===== src/rtl/sys_bus_initiator.sv =====
`default_nettype none
// ============================================================================
// Module   : sys_bus_initiator
// Brief    : Single-outstanding sys_bus initiator. Each accepted command
//            produces one bus strobe, then waits for ack/err (bounded by a
//            timeout) and returns the result on a valid/ready response port.
//            Saturating counters track responder errors and timeouts.
// Revision : 1.0 - initial release
// ============================================================================
module sys_bus_initiator #(
  parameter int AW  = 32,
  parameter int DW  = 32,
  parameter int TMO = 255,
  parameter int CW  = 16
) (
  input  logic          clk,
  input  logic          rstn,
  input  logic          cmd_vld,
  output logic          cmd_rdy,
  input  logic          cmd_wr,
  input  logic [AW-1:0] cmd_addr,
  input  logic [DW-1:0] cmd_wdata,
  output logic          rsp_vld,
  input  logic          rsp_rdy,
  output logic [DW-1:0] rsp_rdata,
  output logic          rsp_err,
  output logic          rsp_tmo,
  output logic [AW-1:0] bus_addr,
  output logic [DW-1:0] bus_wdata,
  output logic          bus_wen,
  output logic          bus_ren,
  input  logic [DW-1:0] bus_rdata,
  input  logic          bus_ack,
  input  logic          bus_err,
  output logic          busy,
  output logic [CW-1:0] cnt_err,
  output logic [CW-1:0] cnt_tmo
);

  typedef enum logic [1:0] {
    IDLE  = 2'd0,
    ISSUE = 2'd1,
    WAIT  = 2'd2,
    RESP  = 2'd3
  } state_t;

  localparam logic [15:0]   C_TMO_LD  = 16'(TMO);
  localparam logic [CW-1:0] C_CNT_MAX = {CW{1'b1}};
  localparam logic [CW-1:0] C_CNT_ONE = {{(CW-1){1'b0}}, 1'b1};

  state_t        state_q, state_d;
  logic [AW-1:0] addr_q, addr_d;
  logic [DW-1:0] wdata_q, wdata_d;
  logic          wr_q, wr_d;
  logic          wen_q, wen_d;
  logic          ren_q, ren_d;
  logic [15:0]   tmo_q, tmo_d;
  logic          rsp_vld_q, rsp_vld_d;
  logic [DW-1:0] rsp_rdata_q, rsp_rdata_d;
  logic          rsp_err_q, rsp_err_d;
  logic          rsp_tmo_q, rsp_tmo_d;
  logic [CW-1:0] cnt_err_q, cnt_err_d;
  logic [CW-1:0] cnt_tmo_q, cnt_tmo_d;

  // Next-state and registered-output computation for the transaction FSM.
  always_comb begin
    state_d     = state_q;
    addr_d      = addr_q;
    wdata_d     = wdata_q;
    wr_d        = wr_q;
    wen_d       = 1'b0;
    ren_d       = 1'b0;
    tmo_d       = tmo_q;
    rsp_vld_d   = rsp_vld_q;
    rsp_rdata_d = rsp_rdata_q;
    rsp_err_d   = rsp_err_q;
    rsp_tmo_d   = rsp_tmo_q;
    cnt_err_d   = cnt_err_q;
    cnt_tmo_d   = cnt_tmo_q;
    case (state_q)
      IDLE: begin
        if (cmd_vld) begin
          addr_d  = cmd_addr;
          wdata_d = cmd_wdata;
          wr_d    = cmd_wr;
          // Strobe is registered here so it is high exactly in the ISSUE cycle.
          wen_d   = cmd_wr;
          ren_d   = ~cmd_wr;
          state_d = ISSUE;
        end
      end
      ISSUE: begin
        // Responder signals during ISSUE are deliberately not sampled.
        tmo_d   = C_TMO_LD;
        state_d = WAIT;
      end
      WAIT: begin
        if (bus_ack || bus_err) begin
          rsp_rdata_d = wr_q ? '0 : bus_rdata;
          rsp_err_d   = bus_err;
          rsp_tmo_d   = 1'b0;
          rsp_vld_d   = 1'b1;
          state_d     = RESP;
          if (bus_err && (cnt_err_q != C_CNT_MAX)) begin
            cnt_err_d = cnt_err_q + C_CNT_ONE;
          end
        end else if (tmo_q == 16'd1) begin
          rsp_rdata_d = '0;
          rsp_err_d   = 1'b1;
          rsp_tmo_d   = 1'b1;
          rsp_vld_d   = 1'b1;
          state_d     = RESP;
          if (cnt_tmo_q != C_CNT_MAX) begin
            cnt_tmo_d = cnt_tmo_q + C_CNT_ONE;
          end
        end else begin
          tmo_d = tmo_q - 16'd1;
        end
      end
      RESP: begin
        // Late responder activity here is ignored; response held until taken.
        if (rsp_rdy) begin
          rsp_vld_d = 1'b0;
          state_d   = IDLE;
        end
      end
      default: state_d = IDLE;
    endcase
  end

  // State and output registers with asynchronous active-low reset.
  always_ff @(posedge clk or negedge rstn) begin
    if (!rstn) begin
      state_q     <= IDLE;
      addr_q      <= '0;
      wdata_q     <= '0;
      wr_q        <= 1'b0;
      wen_q       <= 1'b0;
      ren_q       <= 1'b0;
      tmo_q       <= '0;
      rsp_vld_q   <= 1'b0;
      rsp_rdata_q <= '0;
      rsp_err_q   <= 1'b0;
      rsp_tmo_q   <= 1'b0;
      cnt_err_q   <= '0;
      cnt_tmo_q   <= '0;
    end else begin
      state_q     <= state_d;
      addr_q      <= addr_d;
      wdata_q     <= wdata_d;
      wr_q        <= wr_d;
      wen_q       <= wen_d;
      ren_q       <= ren_d;
      tmo_q       <= tmo_d;
      rsp_vld_q   <= rsp_vld_d;
      rsp_rdata_q <= rsp_rdata_d;
      rsp_err_q   <= rsp_err_d;
      rsp_tmo_q   <= rsp_tmo_d;
      cnt_err_q   <= cnt_err_d;
      cnt_tmo_q   <= cnt_tmo_d;
    end
  end

  assign cmd_rdy   = (state_q == IDLE);
  assign busy      = (state_q != IDLE);
  assign rsp_vld   = rsp_vld_q;
  assign rsp_rdata = rsp_rdata_q;
  assign rsp_err   = rsp_err_q;
  assign rsp_tmo   = rsp_tmo_q;
  assign bus_addr  = addr_q;
  assign bus_wdata = wdata_q;
  assign bus_wen   = wen_q;
  assign bus_ren   = ren_q;
  assign cnt_err   = cnt_err_q;
  assign cnt_tmo   = cnt_tmo_q;

endmodule
`default_nettype wire


===== config.mk =====
export PLATFORM = sky130hd
export DESIGN_NAME = sys_bus_initiator
export DESIGN_NICKNAME = d
export VERILOG_FILES = /design/src/rtl/sys_bus_initiator.sv
export SDC_FILE = /design/constraint.sdc
export NUM_CORES = 1
export LEC_CHECK = 0
export ABC_AREA = 1
export CAP_MARGIN = 20
export CELL_PAD_IN_SITES_DETAIL_PLACEMENT = 1
export CELL_PAD_IN_SITES_GLOBAL_PLACEMENT = 2
export CORE_ASPECT_RATIO = 0.8
export CORE_UTILIZATION = 29
export DETAILED_ROUTE_END_ITERATION = 6
export GPL_TIMING_DRIVEN = 0
export MAX_ROUTING_LAYER = met4
export PLACE_DENSITY_LB_ADDON = 0.12
export SLEW_MARGIN = 25
export SYNTH_ARGS = -nofsm -noshare
export SYNTH_HDL_FRONTEND = slang
export SYNTH_SLANG_ARGS = --single-unit

===== constraint.sdc =====
create_clock -name clk -period 3.38 [get_ports clk]
set_clock_uncertainty 0.15 [all_clocks]
set_input_delay 0.676 -clock clk [delete_from_list [all_inputs] [get_ports clk]]
set_output_delay 0.676 -clock clk [all_outputs]
set_load 0.03 [all_outputs]

Word level (Yosys, flattened, before mapping)
Cells that the tools add are included.
{"block": "op_classes", "n_addsub": 3, "n_mul": 0, "n_div": 0, "order_cmp": 0, "n_eq_ne": 11, "shift": 0, "muxes": 21, "bitwise_logic": 2, "reduce_logical": 14}
{"op": "$mux W32", "n": 3}
{"op": "$add A16 B1 Y16 const B", "n": 2}
{"op": "$mux W16", "n": 2}
{"op": "$ne A16 B16 Y1 const B", "n": 2}
{"op": "$pmux W16 S2", "n": 1}
{"op": "$eq A16 B1 Y1 const B", "n": 1}
{"op": "$sub A16 B1 Y16 const B", "n": 1}
{"op": "$reduce_and A3 Y1", "n": 4}
{"op": "$mux W1", "n": 9}
{"op": "$mux W2", "n": 4}
{"op": "$ne A2 B2 Y1 const B", "n": 4}
{"op": "$pmux W2 S4", "n": 1}
{"op": "$reduce_bool A2 Y1", "n": 4}
{"op": "$eq A2 B2 Y1 const B", "n": 2}
{"op": "$reduce_and A2 Y1", "n": 2}
{"op": "$reduce_and A4 Y1", "n": 1}
{"op": "$ne A3 B3 Y1 const B", "n": 1}
{"op": "$eq A2 B1 Y1 const B", "n": 1}
{"op": "$logic_not A2 Y1", "n": 1}
{"op": "$not A1 Y1", "n": 2}
{"op": "$pmux W1 S2", "n": 1}
{"op": "$logic_and A1 B1 Y1", "n": 1}
{"op": "$logic_or A1 B1 Y1", "n": 1}
{"block": "word_totals", "register_bits": 152, "latch_bits": 0, "mem_bits_rw": 0, "mem_bits_ro": 0, "in_bits": 103, "output_inout_bits": 135, "memories": 0}

Depth between registers and ports, before layout
Gate-level depths: netlist (run 1).
{"block": "logic_depth", "ltp_word": 4, "mapped_depth": 12, "depth_no_buf": 11}

Worst setup path before layout (run 1)
OpenSTA, ideal clock, no wires.
{"block": "synth_timing", "path_kind": "reg-to-reg", "from": "reg cnt_tmo_q[0], in the netlist cnt_tmo[0]", "to": "reg cnt_tmo_q[12], in the netlist cnt_tmo[12]", "setup_time_ns": 0.117, "t_arrival_ns": 1.713, "t_required_ns": 3.113, "slack_ns": 1.399, "path_stages_with_launch": 11, "path_buffers": 1, "synth_period_minus_slack_ns": 1.981, "path_cell_list": "dfrtp_1 > ha_1 > inv_2 > nor2_4 > nand2_2 > nor2_4 > nor2_2 > nand3_4 > buf_6 > nand2_1 > nand2_1"}
{"block": "synth_via", "elab_chain_cells": 2}
{"item": "start: declaration", "line_no": "63", "rtl": "logic [CW-1:0] cnt_tmo_q, cnt_tmo_d;"}
{"item": "start signal: assignment", "line_no": "160", "rtl": "cnt_tmo_q <= cnt_tmo_d;"}
{"item": "branches (longest 2 deep; another with $add A16 B1 Y16)"}
Several ways; the timed one is not identified.
A chain may end at the register's enable or synchronous reset.

Worst setup path in the final report (run 1)
{"block": "layout_timing", "from": "reg state_q[0]", "to": "out busy"}
{"block": "layout_via", "elab_chain_cells": 1}
{"item": "start: declaration", "line_no": "51", "rtl": "state_t state_q, state_d;"}
{"item": "start signal: assignment", "line_no": "148", "rtl": "state_q <= state_d;"}
{"item": "$reduce_bool A2 Y1", "line_no": "165", "rtl": "assign busy = (state_q != IDLE);"}
{"item": "end: declaration", "line_no": "35", "rtl": "output logic busy,"}
No other way between the ends.

==> results of run 1 <==
[power by group through the flow]
stage	Sequential (mW)	Clock, mW	Combinational (mW)
floorplan	4.11	0	1.48
global placement	2.94	0	4.60
detailed placement	2.96	0	4.63
CTS	2.95	2.14	4.65
global route	3.02	2.20	4.91
finish	2.94	2.07	4.58
[metal layers]
| metal | vias up | global-route usage [%] | share of wire [%] |
|---|---|---|---|
| li1 | 3069 | - | - |
| met1 | 3072 | 25.5 | 46 |
| met2 | 145 | 28.9 | 45 |
| met3 | 11 | 8.62 | 8.2 |
| met4 | 0 | 4.73 | 0.70 |
| met5 | - | - | 0 |
[worst reg2reg max path, cell delays in order, from the launching register on]
cell and delay (ns):
dfrtp_1 0.47, ha_1 0.36, inv_2 0.11, nor2_4 0.06, nand2_2 0.11, nor2_4 0.06, nor2_2 0.28, nand3_4 0.20
buf_6 0.20, nand2_1 0.06, nand2_1 0.05
[worst max-delay path by stage]
stage / to / slack, ns / cells past startpoint
after detailed placement: cnt_tmo[8] / 0.74 / 8
after global routing: busy / 0.52 / 4
after global placement: bus_addr[25] / -5.54 / 1
after CTS: busy / 0.56 / 4
final: busy / 0.60 / 4
after floorplan: cnt_tmo[12] / 1.40 / 10
[layout make-up]
cell class	instances	area, µm²
buffer	25	140
clock buffer	18	439
inverter	85	322
tap	318	398
sequential	152	3800
antenna	4	10.0
clock inverter	14	184
fill	2860	13800
multi-input combinational	526	3010
timing repair buffer	238	2400
[logic make-up after synthesis]
| logic type | Yosys count | synth area share (%) |
|---|---|---|
| AND/OR/NAND/NOR | 373 | 23.1 |
| buffers and inverters | 110 | 6.35 |
| flip-flops | 152 | 52.3 |
| AO/OA/AOI/OAI | 63 | 4.83 |
| adder cells (fa/ha/maj) | 8 | 1.38 |
| multiplexers | 64 | 9.91 |
| XOR/XNOR | 18 | 2.17 |
[per-stage QoR]
step / util (%) / area (µm²) / hold WS, ns / instances
CTS: 43.7 / 10700 / 0.0754 / 1376
global route: 43.7 / 10700 / 0.0939 / 1380
finish: 43.7 / 10700 / 0.0242 / 1380
detailed placement: 41.1 / 10100 / 0.314 / 1344
global placement: 41.0 / 10000 / 0.312 / 1343
floorplan: - / 7280 / 0.230 / 788
[cells in the final DEF, fill, tap and decap left out, drive strengths merged, types with 5 or more instances in the layout]
cell type / Yosys / routed
nand2: 198 / 198
clkbuf: 4 / 22
nor3: 5 / 5
nor2: 69 / 69
ha: 8 / 8
buf: 21 / 23
nand4: 16 / 16
dfrtp: 152 / 152
o21ai: 59 / 59
inv: 85 / 91
clkdlybuf4s50: 0 / 236
xor2: 12 / 12
mux2: 64 / 64
xnor2: 6 / 6
nand3: 77 / 77
[synth_stat cells, types with 2 or more instances]
| library cell | instances | share of area, % |
|---|---|---|
| nand2_1 | 194 | 10 |
| dfrtp_1 | 152 | 52 |
| inv_1 | 81 | 4.2 |
| nand3_1 | 74 | 5.1 |
| mux2_2 | 64 | 9.9 |
| nor2_1 | 54 | 2.8 |
| o21ai_0 | 30 | 2.1 |
| o21ai_1 | 21 | 1.4 |
| nand4_1 | 16 | 1.4 |
| buf_2 | 12 | 0.83 |
| xor2_1 | 12 | 1.4 |
| nor2_2 | 10 | 0.86 |
| ha_1 | 8 | 1.4 |
| o21ai_2 | 8 | 0.96 |
| xnor2_1 | 6 | 0.72 |
| nor2_4 | 5 | 0.77 |
| buf_4 | 4 | 0.41 |
| nand3b_1 | 4 | 0.41 |
| nor3_1 | 4 | 0.28 |
| buf_1 | 3 | 0.15 |
| clkbuf_1 | 3 | 0.15 |
| inv_2 | 3 | 0.15 |
| nand2_2 | 3 | 0.26 |
| or2_2 | 3 | 0.26 |
| buf_6 | 2 | 0.31 |
| nand3_4 | 2 | 0.48 |
| o21bai_1 | 2 | 0.21 |
[state kept, by name, indices dropped and copies added, names as in the netlist]
signal	count
bus_wen	1
cnt_err	16
rsp_tmo	1
tmo_q	16
rsp_err	1
cnt_tmo	16
bus_ren	1
rsp_vld	1
rsp_rdata	32
wr_q	1
bus_wdata	32
state_q	2
bus_addr	32
==> impl_metrics.tcl, run 1 <==
set metrics [dict create \
    outcome "finished, violations left" \
    violations "design-rule violations" \
    drc 14 \
    min_period_over_period_pct 82.2 \
    wl_per_cell_um 17.3 \
    antenna_found_initial 4 \
    hold_viol_final 0 \
    cts-root-buf "clkbuf_16" \
    drt-pass1-iter-count 6 \
    p_per_area_nw_per_um2 895 \
    clock.fmax_mhz 360 \
    routed_wl_um 23900 \
    crit_path_start_kind "flop" \
    cts_sinks 152 \
    cts_tree "built" \
    synthDistinctLibCells 35 \
    switching_share_pct 41.3 \
    clk_pin_slew_ns 0.06 \
    grt_pass1_wl_um 37200 \
    ys_seq_area_share_pct 52.3 \
    path_buf_inv 3 \
    place_worst_setup_slack_ns 0.740 \
    crit_slowest_cell "clkdlybuf4s50_1" \
    port_buffers 237 \
    layout.nets 1156 \
    power_switching_mw 3.96 \
    io_pins 238 \
    crit_fanout 4 \
    cp.required_ns 2.55 \
    htree_levels 4 \
    netlist_area_um2 7280 \
    core_area_um2 24500 \
    cpMostUsedCell "inv_1" \
    cts_buffers 17 \
    setup_violations 0 \
    tightestPinTransition_ns 0.635 \
    synth.avg_cell_area_um2 9.23 \
    drt_iter0_markers 278 \
    post-cts-setup-buffers 0 \
    cts_resized 0 \
    dpl.hpwl_um 17800 \
    gp_congestion 0.768 \
    clock_tree.buffer_depth 2 \
    combPwrFrac_pct 47.8 \
    critPathCaptureType "output pin" \
    synthToLayoutAreaGrowth_pct 47.2 \
    pwr-share-clk_pct 21.6 \
    vias 6297 \
    grt_max_degree 86 \
    path_class "reg -> out" \
    clock_latency_ns 0.43 \
    ctsHoldBuffers 0 \
    drv_slew 0 \
    overflow 0 \
    reg2reg_to "cnt_tmo[8]" \
    via_per_inst 4.56 \
    die_w_um 179 \
    rr_startpoint "cnt_tmo[0]" \
    die-area_um2 25700 \
    die_y_um 144 \
    yosysWarnings 0 \
    start_util_pct 29.7 \
    cp-startpoint "state_q[0]" \
    ant_nets 0 \
    ir_worst_vdd_mv 0.409 \
    synthArstFlopShare_pct 100 \
    synth_flop_cell "dfrtp_1" \
    power.static_leakage_nw 4.77 \
    finalSetupTns_ns 0 \
    seqPwrFrac_pct 30.6 \
    layout_min_cycle_time_ns 2.78 \
    regToRegSetupSlack_ns 1.17 \
    path_cells "inv_1 > ha_1 > inv_1 > clkdlybuf4s50_1" \
    slew_headroom_pct 57.4 \
    grt_pass1_vias 6724 \
    intPower_mw 5.63 \
    synth_seq_cells 152 \
    grtUsageTotal_pct 20.0 \
    rsz0062_at_grt "false" \
    fin_ws_ns 0.602 \
    maxCapViolCount 0 \
    cp_top_family "buffers and inverters" \
    arrival_ns 1.95 \
    syn-num-nets 899 \
    synth_edf_count 0 \
    rows 51 \
    slowest_delay_ns 0.70 \
    drive_above_1_share_pct 14.7 \
    synthCells 788 \
    p_total_mw 9.59 \
    hold_class "in -> async" \
    r2r.worst_path.cells 10 \
]
No activity file was read; power rests on OpenSTA's default activity.
==> run 2: changes to the inputs <==
--- a/config.mk
+++ b/config.mk
@@ -10,7 +10,7 @@
 export CELL_PAD_IN_SITES_DETAIL_PLACEMENT = 1
 export CELL_PAD_IN_SITES_GLOBAL_PLACEMENT = 2
 export CORE_ASPECT_RATIO = 0.8
-export CORE_UTILIZATION = 29
+export CORE_UTILIZATION = 27
 export DETAILED_ROUTE_END_ITERATION = 6
 export GPL_TIMING_DRIVEN = 0
 export MAX_ROUTING_LAYER = met4
==> constraint.sdc (replaced) <==
create_clock -name clk -period 2.66 [get_ports clk]
set_clock_uncertainty 0.15 [all_clocks]
set_input_delay 0.532 -clock clk [delete_from_list [all_inputs] [get_ports clk]]
set_output_delay 0.532 -clock clk [all_outputs]
set_load 0.03 [all_outputs]
==> impl_metrics.tcl, run 2 (synthesized netlist as in run 1, its figures left out) <==
set metrics [dict create \
    clock_latency_ns 0.44 \
    setup_violations 0 \
    gp_congestion 0.779 \
    instances_no_fill 1421 \
    dpl.hpwl_um 18200 \
    io_pins 238 \
    crit_slowest_cell "dlygate4sd2_1" \
    grt_max_degree 66 \
    drive_above_1_share_pct 14.5 \
    fin_area_um2 10800 \
    finalSetupTns_ns 0 \
    cts_buffers 17 \
    p_per_area_nw_per_um2 1120 \
    drc 0 \
    ir_worst_vdd_mv 0.513 \
    cp_top_family "buffers and inverters" \
    start_util_pct 27.6 \
    htree_levels 4 \
    crit_fanout 4 \
    outcome "complete, no violations" \
    core_area_um2 26400 \
    layout.nets 1158 \
    cts_sinks 152 \
    placed_area_um2 10200 \
    drt_iter0_markers 227 \
    drv_slew 0 \
    path_class "reg -> out" \
    critPathCaptureType "output pin" \
    hold_viol_final 0 \
    path_buf_inv 3 \
    cpMostUsedCell "inv_1" \
    ant_nets 0 \
    vias 6222 \
    grtUsageTotal_pct 19.2 \
    slowest_delay_ns 0.44 \
    die_y_um 149 \
    n_fill_cell 3071 \
    rsz0062_at_grt "false" \
    antenna_found_initial 3 \
    cts_tree "built" \
    clock_tree.buffer_depth 2 \
    post-cts-setup-buffers 0 \
    die_w_um 186 \
    die-area_um2 27600 \
    layout_min_cycle_time_ns 2.39 \
    crit_path_start_kind "flop" \
    grt_pass1_wl_um 38400 \
    cp.required_ns 1.98 \
    layout_commonest_cell "clkdlybuf4s50_1" \
    clock.fmax_mhz 419 \
    slew_headroom_pct 55.1 \
    routed_wl_um 24100 \
    port_buffers 237 \
    tightestPinTransition_ns 0.669 \
    power.static_leakage_nw 4.79 \
    hold_ws_ns 0.330 \
    cts-root-buf "clkbuf_16" \
    path_cells "inv_1 > ha_1 > inv_1 > dlygate4sd2_1" \
    wl_per_cell_um 17.0 \
    maxCapViolCount 0 \
    rows 53 \
    grt_pass1_vias 6647 \
    hold_class "reg -> reg" \
    overflow 0 \
    arrival_ns 1.71 \
    clk_pin_slew_ns 0.08 \
    dp_cells 1384 \
    synthToLayoutAreaGrowth_pct 48.0 \
    drt-pass1-iter-count 4 \
    layout_common_cells "clkdlybuf4s50_1, nand2_1, dfrtp_1" \
    min_period_over_period_pct 89.8 \
    via_per_inst 4.38 \
]
## run 2: cell types whose count changed in the layout (fill, tap and decap cells not counted)
cell / previous run / this run
clkbuf_8: 1 / 2
dlymetal6s2s_1: 0 / 1
bufinv_16: 3 / 2
clkinvlp_4: 3 / 2
clkbuf_1: 3 / 5
dlygate4sd2_1: 0 / 1
clkdlybuf4s50_1: 236 / 234
buf_16: 1 / 2
inv_8: 2 / 1
dlygate4sd3_1: 0 / 1
## run 2: power by group
group	switching (mW)	internal [mW]	leakage [nW]	total, mW
clock network	1.07	1.45	0.287	2.53
registers	0.544	3.18	1.91	3.72
logic	3.38	2.44	2.59	5.82
total	4.99	7.07	4.79	12.1
## run 2: final cells by class
cell class	count	area [µm²]	share of cell area, %
clock inverter	11	135	1.25
multi-input combinational	526	3010	27.9
antenna	4	10.0	0.0929
sequential	152	3800	35.3
timing repair buffer	240	2440	22.7
buffer	25	140	1.30
clock buffer	21	460	4.27
tap	357	447	4.15
inverter	85	322	2.99
## run 2: per-stage QoR
step / utilization (%) / worst slack (ns) / total power [mW]
finish: 40.8 / 0.272 / 12.1
detailed placement: 38.5 / 0.100 / 9.66
CTS: 40.8 / 0.0371 / 12.3
floorplan: - / 0.679 / 7.10
global route: 40.8 / 0.165 / 12.8
global placement: 38.2 / -6.15 / 9.59
## run 2: worst paths after layout
check / from / to / slack [ns] / depth (start not counted)
setup / recovery: state_q[0] / busy / 0.27 / 4
min in group asynchronous: rstn / cnt_err[14] / 0.43 / 2
hold reg to reg: rsp_vld / rsp_vld / 0.33 / 2
max in group asynchronous: rstn / bus_addr[15] / 1.26 / 3
hold / removal: rsp_vld / rsp_vld / 0.33 / 2
setup reg to reg: cnt_tmo[0] / cnt_tmo[0] / 0.42 / 10
## run 2: repair_timing
action / in CTS / in global routing
hold buffers: 1 / 0
hold endpoints to repair: 37 / 0
gates resized for setup: 1 / 1
endpoints found under the setup margin: 1 / 1
## run 2: layer usage
metal	GRT usage [%]	share of wire, %
met1	24.0	45
met2	27.5	44
met3	9.45	10
met4	4.30	0.85
met5	-	0
## run 2: tightest hold or removal path: cells and delay by family (launching register included)
kind / cells / cell delay (ns)
AND/OR/NAND/NOR: 2 / 0.10
flip-flops: 1 / 0.35
